--- config.mk ---
export PLATFORM = sky130hd
export DESIGN_NAME = fp_alu_seq_ctrl
export DESIGN_NICKNAME = d
export VERILOG_FILES = /design/src/rtl/fp_alu_seq_ctrl.sv
export SDC_FILE = /design/constraint.sdc
export NUM_CORES = 1
export LEC_CHECK = 0
export CAP_MARGIN = 15
export CORE_UTILIZATION = 45
export DETAILED_ROUTE_END_ITERATION = 8
export MAX_ROUTING_LAYER = met4
export PLACE_DENSITY_LB_ADDON = 0.3
export SLEW_MARGIN = 20
export SYNTH_ARGS = -nofsm -noshare
export SYNTH_HDL_FRONTEND = slang
export SYNTH_SLANG_ARGS = --single-unit
--- constraint.sdc ---
create_clock -name clk -period 2.4 [get_ports clk]
set_input_delay 0.48 -clock clk [delete_from_list [all_inputs] [get_ports clk]]
set_output_delay 0.48 -clock clk [all_outputs]
set_load 0.03 [all_outputs]
--- src/rtl/fp_alu_seq_ctrl.sv ---
// rtl/fp_alu_seq_ctrl.sv - byte-serial opcode/operand sequencer for a 32-bit FP ALU core.
// Optional WAIT timeout with ERR byte enabled by defining ALU_TIMEOUT_EN.
module fp_alu_seq_ctrl #(
    parameter int         TIMEOUT_CYCLES = 64,
    parameter logic [1:0] UNARY_OP       = 2'b11
) (
    input  logic        clk,
    input  logic        rst_n,
    input  logic [7:0]  in_byte,
    input  logic        start,
    input  logic [1:0]  opcode,
    output logic [7:0]  out_byte,
    output logic        done,
    output logic [3:0]  state_out,
    output logic [31:0] core_a,
    output logic [31:0] core_b,
    output logic [1:0]  core_op,
    output logic        core_start,
    input  logic        core_valid,
    input  logic [31:0] core_result
);

    typedef enum logic [3:0] {
        IDLE   = 4'd0,
        LOAD_A = 4'd1,
        LOAD_B = 4'd2,
        EXEC   = 4'd3,
        WAIT   = 4'd4,
        OUT    = 4'd5,
        ERR    = 4'd6
    } state_t;

    if (TIMEOUT_CYCLES < 2 || TIMEOUT_CYCLES > 255) begin : g_bad_timeout
        $error("TIMEOUT_CYCLES must lie in 2..255");
    end

    state_t      state_q, state_d;
    logic [1:0]  cnt_q, cnt_d;
    logic [31:0] core_a_q, core_a_d;
    logic [31:0] core_b_q, core_b_d;
    logic [1:0]  core_op_q, core_op_d;
    logic        core_start_q, core_start_d;
    logic [31:0] result_q, result_d;
    logic [7:0]  out_byte_q, out_byte_d;
    logic        done_q, done_d;
`ifdef ALU_TIMEOUT_EN
    localparam logic [7:0] TMO_LAST = 8'(TIMEOUT_CYCLES - 1);
    logic [7:0]  tmo_q, tmo_d;
`endif

    function automatic logic [7:0] pick_byte(input logic [31:0] w, input logic [1:0] idx);
        case (idx)
            2'd0:    pick_byte = w[31:24];
            2'd1:    pick_byte = w[23:16];
            2'd2:    pick_byte = w[15:8];
            default: pick_byte = w[7:0];
        endcase
    endfunction

    always_comb begin
        state_d   = state_q;
        cnt_d     = cnt_q;
        core_a_d  = core_a_q;
        core_b_d  = core_b_q;
        core_op_d = core_op_q;
        result_d  = result_q;
`ifdef ALU_TIMEOUT_EN
        tmo_d     = tmo_q;
`endif
        case (state_q)
            IDLE: begin
                if (start) begin
                    core_op_d = opcode;
                    cnt_d     = 2'd0;
                    state_d   = LOAD_A;
                end
            end
            LOAD_A: begin
                core_a_d = {core_a_q[23:0], in_byte};
                cnt_d    = cnt_q + 2'd1;
                if (cnt_q == 2'd3) begin
                    if (core_op_q == UNARY_OP) begin
                        core_b_d = 32'h0;
                        state_d  = EXEC;
                    end else begin
                        state_d  = LOAD_B;
                    end
                end
            end
            LOAD_B: begin
                core_b_d = {core_b_q[23:0], in_byte};
                cnt_d    = cnt_q + 2'd1;
                if (cnt_q == 2'd3) begin
                    state_d = EXEC;
                end
            end
            EXEC: begin
                state_d = WAIT;
`ifdef ALU_TIMEOUT_EN
                tmo_d   = 8'd0;
`endif
            end
            WAIT: begin
                // A valid in the terminal-count cycle takes priority over the timeout.
                if (core_valid) begin
                    result_d = core_result;
                    cnt_d    = 2'd0;
                    state_d  = OUT;
                end
`ifdef ALU_TIMEOUT_EN
                else if (tmo_q == TMO_LAST) begin
                    state_d = ERR;
                end else begin
                    tmo_d = tmo_q + 8'd1;
                end
`endif
            end
            OUT: begin
                cnt_d = cnt_q + 2'd1;
                if (cnt_q == 2'd3) begin
                    state_d = IDLE;
                end
            end
            ERR: begin
                state_d = IDLE;
            end
            default: begin
                cnt_d   = 2'd0;
                state_d = IDLE;
            end
        endcase

        // Outputs are registered from the next state so they line up with state_out.
        core_start_d = (state_d == EXEC);
        out_byte_d   = 8'h00;
        done_d       = 1'b0;
        if (state_d == OUT) begin
            out_byte_d = pick_byte(result_d, cnt_d);
            done_d     = 1'b1;
        end else if (state_d == ERR) begin
            out_byte_d = 8'hFF;
            done_d     = 1'b1;
        end
    end

    always_ff @(posedge clk or negedge rst_n) begin
        if (!rst_n) begin
            state_q      <= IDLE;
            cnt_q        <= 2'd0;
            core_a_q     <= 32'h0;
            core_b_q     <= 32'h0;
            core_op_q    <= 2'd0;
            core_start_q <= 1'b0;
            result_q     <= 32'h0;
            out_byte_q   <= 8'h00;
            done_q       <= 1'b0;
`ifdef ALU_TIMEOUT_EN
            tmo_q        <= 8'd0;
`endif
        end else begin
            state_q      <= state_d;
            cnt_q        <= cnt_d;
            core_a_q     <= core_a_d;
            core_b_q     <= core_b_d;
            core_op_q    <= core_op_d;
            core_start_q <= core_start_d;
            result_q     <= result_d;
            out_byte_q   <= out_byte_d;
            done_q       <= done_d;
`ifdef ALU_TIMEOUT_EN
            tmo_q        <= tmo_d;
`endif
        end
    end

    assign state_out  = state_q;
    assign core_a     = core_a_q;
    assign core_b     = core_b_q;
    assign core_op    = core_op_q;
    assign core_start = core_start_q;
    assign out_byte   = out_byte_q;
    assign done       = done_q;

endmodule

==> results of run 1 <==
==> placed cells by master, fill, tap and decap left out, types with 4 or more instances in the layout <==
| master | Yosys | final |
|---|---|---|
| clkdlybuf4s50_1 | 0 | 123 |
| clkbuf_16 | 0 | 16 |
| nand2_1 | 14 | 14 |
| o221ai_1 | 6 | 6 |
| dfrtp_1 | 114 | 112 |
| a22o_1 | 39 | 39 |
| buf_12 | 1 | 4 |
| mux2i_1 | 16 | 16 |
| buf_4 | 1 | 11 |
| inv_1 | 17 | 17 |
| inv_6 | 0 | 4 |
| mux2_4 | 13 | 13 |
| mux2_2 | 39 | 39 |
| clkinvlp_4 | 0 | 5 |
==> power breakdown <==
group	leakage (µW)	internal, µW	switching [µW]
sequential	0.00151	2200	205
clock	0.000274	1590	909
combinational	0.00147	760	859
==> cell families (layout without fill, tap and decap cells) <==
group                    count (synthesis)  in the layout  synth area share [%]
buffers and inverters                   37            187                  4.24
flip-flops                             114            114                  60.0
multiplexers                            69             69                  17.2
AO/OA/AOI/OAI                           67             67                  12.1
adder cells (fa/ha/maj)                  1              1                 0.263
XOR/XNOR                                 1              1                 0.184
other                                    1              1                0.0789
AND/OR/NAND/NOR                         42             42                  5.93
==> sequential cells by signal (all words and copies together) (netlist names) <==
register,flops
core_a,32
core_b,32
result_q,32
out_byte,8
state_out,4
cnt_q,2
core_op,2
core_start,1
done,1
==> metrics by stage <==
| stage | instance area [µm²] | std cells | total power, µW |
|---|---|---|---|
| after global placement | 6200 | 587 | 4020 |
| after detailed placement | 6200 | 587 | 4060 |
| final | 6800 | 618 | 6520 |
| after global routing | 6800 | 618 | 6780 |
| after floorplan | 4750 | 332 | 3280 |
| after CTS | 6800 | 618 | 6580 |
==> repair_timing <==
item / in CTS / in global routing
hold buffers: 0 / 0
endpoints found under the hold margin: 0 / 0
resized for setup: 1 / 2
pin swaps: 0 / 0
setup endpoints to repair: 1 / 2
==> metal layers <==
layer  vias up  wire, µm  global-route usage [%]
li1       1482         -                       -
met1      1667      4720                    27.4
met4         0        53                    4.83
met2       118      5260                    33.3
met5         -         0                       -
met3         7       641                    6.99
==> layout make-up <==
class,count,area share (%)
clock inverter,14,2.65
clock buffer,17,6.09
inverter,17,0.938
sequential,114,42.0
multi-input combinational,181,25.2
timing repair buffer,139,20.7
tap,136,2.50
==> worst min path at each step <==
stage / cells after the start / endpoint / slack, ns / startpoint
5_1_grt: 2 / result_q[15] / 0.09 / rst_n
6_report: 2 / result_q[31] / 0.03 / rst_n
4_1_cts: 2 / result_q[31] / 0.07 / rst_n
3_3_place_gp: 2 / result_q[19] / 0.46 / result_q[19]
2_1_floorplan: 0 / cnt_q[0] / 0.18 / rst_n
3_5_place_dp: 2 / result_q[25] / 0.47 / result_q[25]
==> results_dict.tcl, run 1 <==
set metrics [dict create \
    via_per_inst 5.30 \
    initial_core_util_pct 46.2 \
    peakVddDrop_v 0.000732 \
    critical-path-max-stage-delay_ns 0.74 \
    cts_setup_buffers 0 \
    cts.sinks 114 \
    floorplan.core_area_um2 10300 \
    grt_use_total_pct 21.4 \
    drtIter0Drc 108 \
    tightest_slew_ns 0.610 \
    overflow 0 \
    rsz0062_at_grt "no" \
    rows 37 \
    syn_avg_cell_area_um2 14.3 \
    clk_pin_slew_ns 0.06 \
    crit_family "buffers and inverters" \
    powerDensity_nw_per_um2 959 \
    fin_skew_ns 0.00716 \
    max_freq_mhz 441 \
    synthArstFlopShare_pct 100 \
    layout.area.seq_um2 2860 \
    cellLeakagePower_uw 0.00325 \
    antenna_found_initial 0 \
    status "finished clean" \
    ys_ff_latch 114 \
    worst_setup_path_start_kind "flop" \
    synth-edff-count 0 \
    min_path_type "in2async" \
    cp.required_ns 1.92 \
    slew_headroom_pct 59.3 \
    grt_pass1_wl_um 17700 \
    tns_ns 0 \
    first_pass_iters 5 \
    gp_congestion 0.848 \
    cpMaxStageDelayCell "clkdlybuf4s50_1" \
    critPathCapture "state_out[2]" \
    post-place-ws_ns 0.000236 \
    multi_input_area_um2 1710 \
    synth_top_area_share_pct 60.0 \
    final_hold_viol_count 0 \
    fin_crit_ns 2.27 \
    max_cap_violations 0 \
    synth_warnings 0 \
    synth.distinct_cells 50 \
    area_delta_synth_final_pct 43.1 \
    syn_area_um2 4750 \
    die_y_um 105 \
    h-tree-depth 4 \
    synth_common_cells "dfrtp_1, a22o_1, mux2_2" \
    drv_slew 0 \
    tritoncts "built" \
    die_x_um 105 \
    dr_total_vias 3274 \
    synth_area_leaders "dfrtp_1, mux2_2, a22o_1, mux2_4, mux2i_1" \
    finalSetupViolCount 0 \
    cts_max_path_buffers 2 \
    wl_per_cell_um 17.3 \
    insertion_delay_ns 0.50 \
    path_class "reg2out" \
    grt_max_degree 115 \
    cp.arrival_ns 1.79 \
    drive_above_1_share_pct 23.4 \
    crit_start "state_out[2]" \
    crit_chain "clkdlybuf4s50_1" \
    root_buffer "clkbuf_8" \
    syn-num-nets 379 \
    worstReg2RegStart "state_out[0]" \
    dieArea_um2 11000 \
    fin_crit_sh_pct 94.4 \
    dp_hpwl_um 7030 \
    yosysMostFrequentCell "dfrtp_1" \
    r2r_end "out_byte[4]" \
    synthCells 332 \
    cp_num_cells 1 \
    n_fill_cell 792 \
    ys.flop_type "dfrtp_1" \
    whs_ns 0.0322 \
    nNetsFinal 517 \
    r2r_cells 6 \
    port-buffer-count 125 \
    path_buf_inv 1 \
    cp-end-kind "output pin" \
    cts_inserted_buffers 17 \
    ys_seq_area_share_pct 60.0 \
    ff2ff_setup_slack_ns 0.24 \
    antenna_left 0 \
    cp_max_fo 12 \
    post-route-util_pct 66.2 \
    remaining_drc_errors 0 \
    antenna_cells 0 \
    wl_um 10700 \
    grt_pass1_vias 3424 \
    synth_area_leader_cell "dfrtp_1" \
    ioPinCount 126 \
    fin_ws_ns 0.133 \
]
No activity file was read; power rests on OpenSTA's default activity.
==> run 2: changes to the inputs <==
--- a/config.mk
+++ b/config.mk
@@ -6,6 +6,7 @@
 export NUM_CORES = 1
 export LEC_CHECK = 0
 export CAP_MARGIN = 15
+export CORE_MARGIN = 2
 export CORE_UTILIZATION = 45
 export DETAILED_ROUTE_END_ITERATION = 8
 export MAX_ROUTING_LAYER = met4
==> run 2 against run 1 <==
  * Combinational power about the same
  * Sequential cell count unchanged
  * Register-to-register slack better by 0.02 ns
  * Core utilization up 0.27 points
  * Via count down 1.8%
==> results_dict.tcl, run 2 (same netlist as run 1, synthesis figures left out) <==
set metrics [dict create \
    worst_setup_path_start_kind "flop" \
    whs_ns 0.330 \
    grt_pass1_vias 3372 \
    root_buffer "clkbuf_8" \
    dieArea_um2 11400 \
    cts.sinks 114 \
    layout_commonest_cell "clkdlybuf4s50_1" \
    cts_inserted_buffers 17 \
    rows 37 \
    max_freq_mhz 430 \
    crit_start "state_out[3]" \
    wl_per_cell_um 17.2 \
    max_cap_violations 0 \
    port-buffer-count 125 \
    cellLeakagePower_uw 0.00327 \
    die_x_um 107 \
    drive_above_1_share_pct 23.7 \
    clk_pin_slew_ns 0.06 \
    gp_congestion 0.790 \
    finalSetupViolCount 0 \
    fin_ws_ns 0.0744 \
    cp.required_ns 1.92 \
    wl_um 10700 \
    finalNonFillerCells 621 \
    min_path_type "in2async" \
    insertion_delay_ns 0.50 \
    post-place-ws_ns 0.0242 \
    antenna_cells 0 \
    final_cell_mix "clkdlybuf4s50_1, dfrtp_1, mux2_2, a22o_1, inv_1" \
    dp_cells 588 \
    cp.arrival_ns 1.85 \
    rsz0062_at_grt "no" \
    peakVddDrop_v 0.00101 \
    fin_crit_sh_pct 96.9 \
    die_y_um 107 \
    drv_slew 0 \
    cts_max_path_buffers 2 \
    tritoncts "built" \
    worstReg2RegStart "state_out[0]" \
    nNetsFinal 519 \
    dr_total_vias 3216 \
    powerDensity_nw_per_um2 962 \
    critical-path-max-stage-delay_ns 0.70 \
    antenna_left 0 \
    final_hold_viol_count 0 \
    cp-end-kind "output pin" \
    via_per_inst 5.18 \
    ff2ff_setup_slack_ns 0.26 \
    power_uw 6570 \
    status "finished clean" \
    slew_headroom_pct 57.6 \
    overflow 0 \
    ioPinCount 126 \
    crit_chain "buf_4 > clkdlybuf4s50_1" \
    first_pass_iters 4 \
    h-tree-depth 4 \
    grt_pass1_wl_um 17400 \
    fin_crit_ns 2.33 \
    cp_max_fo 15 \
    tns_ns 0 \
    path_class "reg2out" \
    remaining_drc_errors 0 \
    tightest_slew_ns 0.632 \
    cpMaxStageDelayCell "clkdlybuf4s50_1" \
    floorplan.core_area_um2 10300 \
    area_delta_synth_final_pct 43.7 \
    antenna_found_initial 0 \
    grt_max_degree 68 \
    dp_hpwl_um 7190 \
    grt_use_total_pct 20.2 \
    drtIter0Drc 158 \
    initial_core_util_pct 46.2 \
    fin_skew_ns 0.00827 \
]
-- run 2: worst max-delay path, delay by kind of cell, from the launching register on --
kind                   cells  cell delay (ns)
buffers and inverters      2             0.95
DFF                        1             0.39
-- run 2: routing by layer --
layer	vias to the layer above	global-route usage, %	share of wire, %
li1	1495	-	-
met1	1603	26.3	44
met5	-	-	0
met4	0	5.57	0.80
met2	109	31.2	49
met3	9	6.02	6.2
-- run 2: worst paths after layout --
path | end | cells past startpoint
worst max-delay path | state_out[3] | 2
worst min-delay path | result_q[2] | 2
worst max register to register | out_byte[0] | 6
worst min register to register | result_q[27] | 2
max in group asynchronous | core_b[11] | 3
min in group clk | result_q[27] | 2
-- run 2: cell type report --
cell class | count | area, µm²
Fill cell | 779 | 3450
Sequential cell | 114 | 2860
Multi-Input combinational cell | 181 | 1710
Timing Repair Buffer | 141 | 1420
Clock buffer | 18 | 428
Clock inverter | 14 | 179
Tap cell | 136 | 170
Inverter | 17 | 63.8
-- run 2: per-stage QoR --
step,area [µm²],util (%)
floorplan,4750,-
CTS,6830,66.4
finish,6830,66.4
global placement,6210,60.4
global route,6830,66.4
detailed placement,6210,60.4
-- run 2: power breakdown --
group	total [µW]	switching (µW)	internal, µW
Sequential	2400	199	2200
Combinational	1630	869	762
Clock	2540	917	1620
Total	6570	1980	4580
-- run 2: timing repair --
| item | in CTS | in global routing |
|---|---|---|
| setup endpoints to repair | 1 | 1 |
| endpoints found under the hold margin | 5 | 0 |
| gates resized for setup | 1 | 1 |
| buffers inserted | 0 | 0 |
| hold buffers | 1 | 0 |
| gates cloned | 0 | 0 |
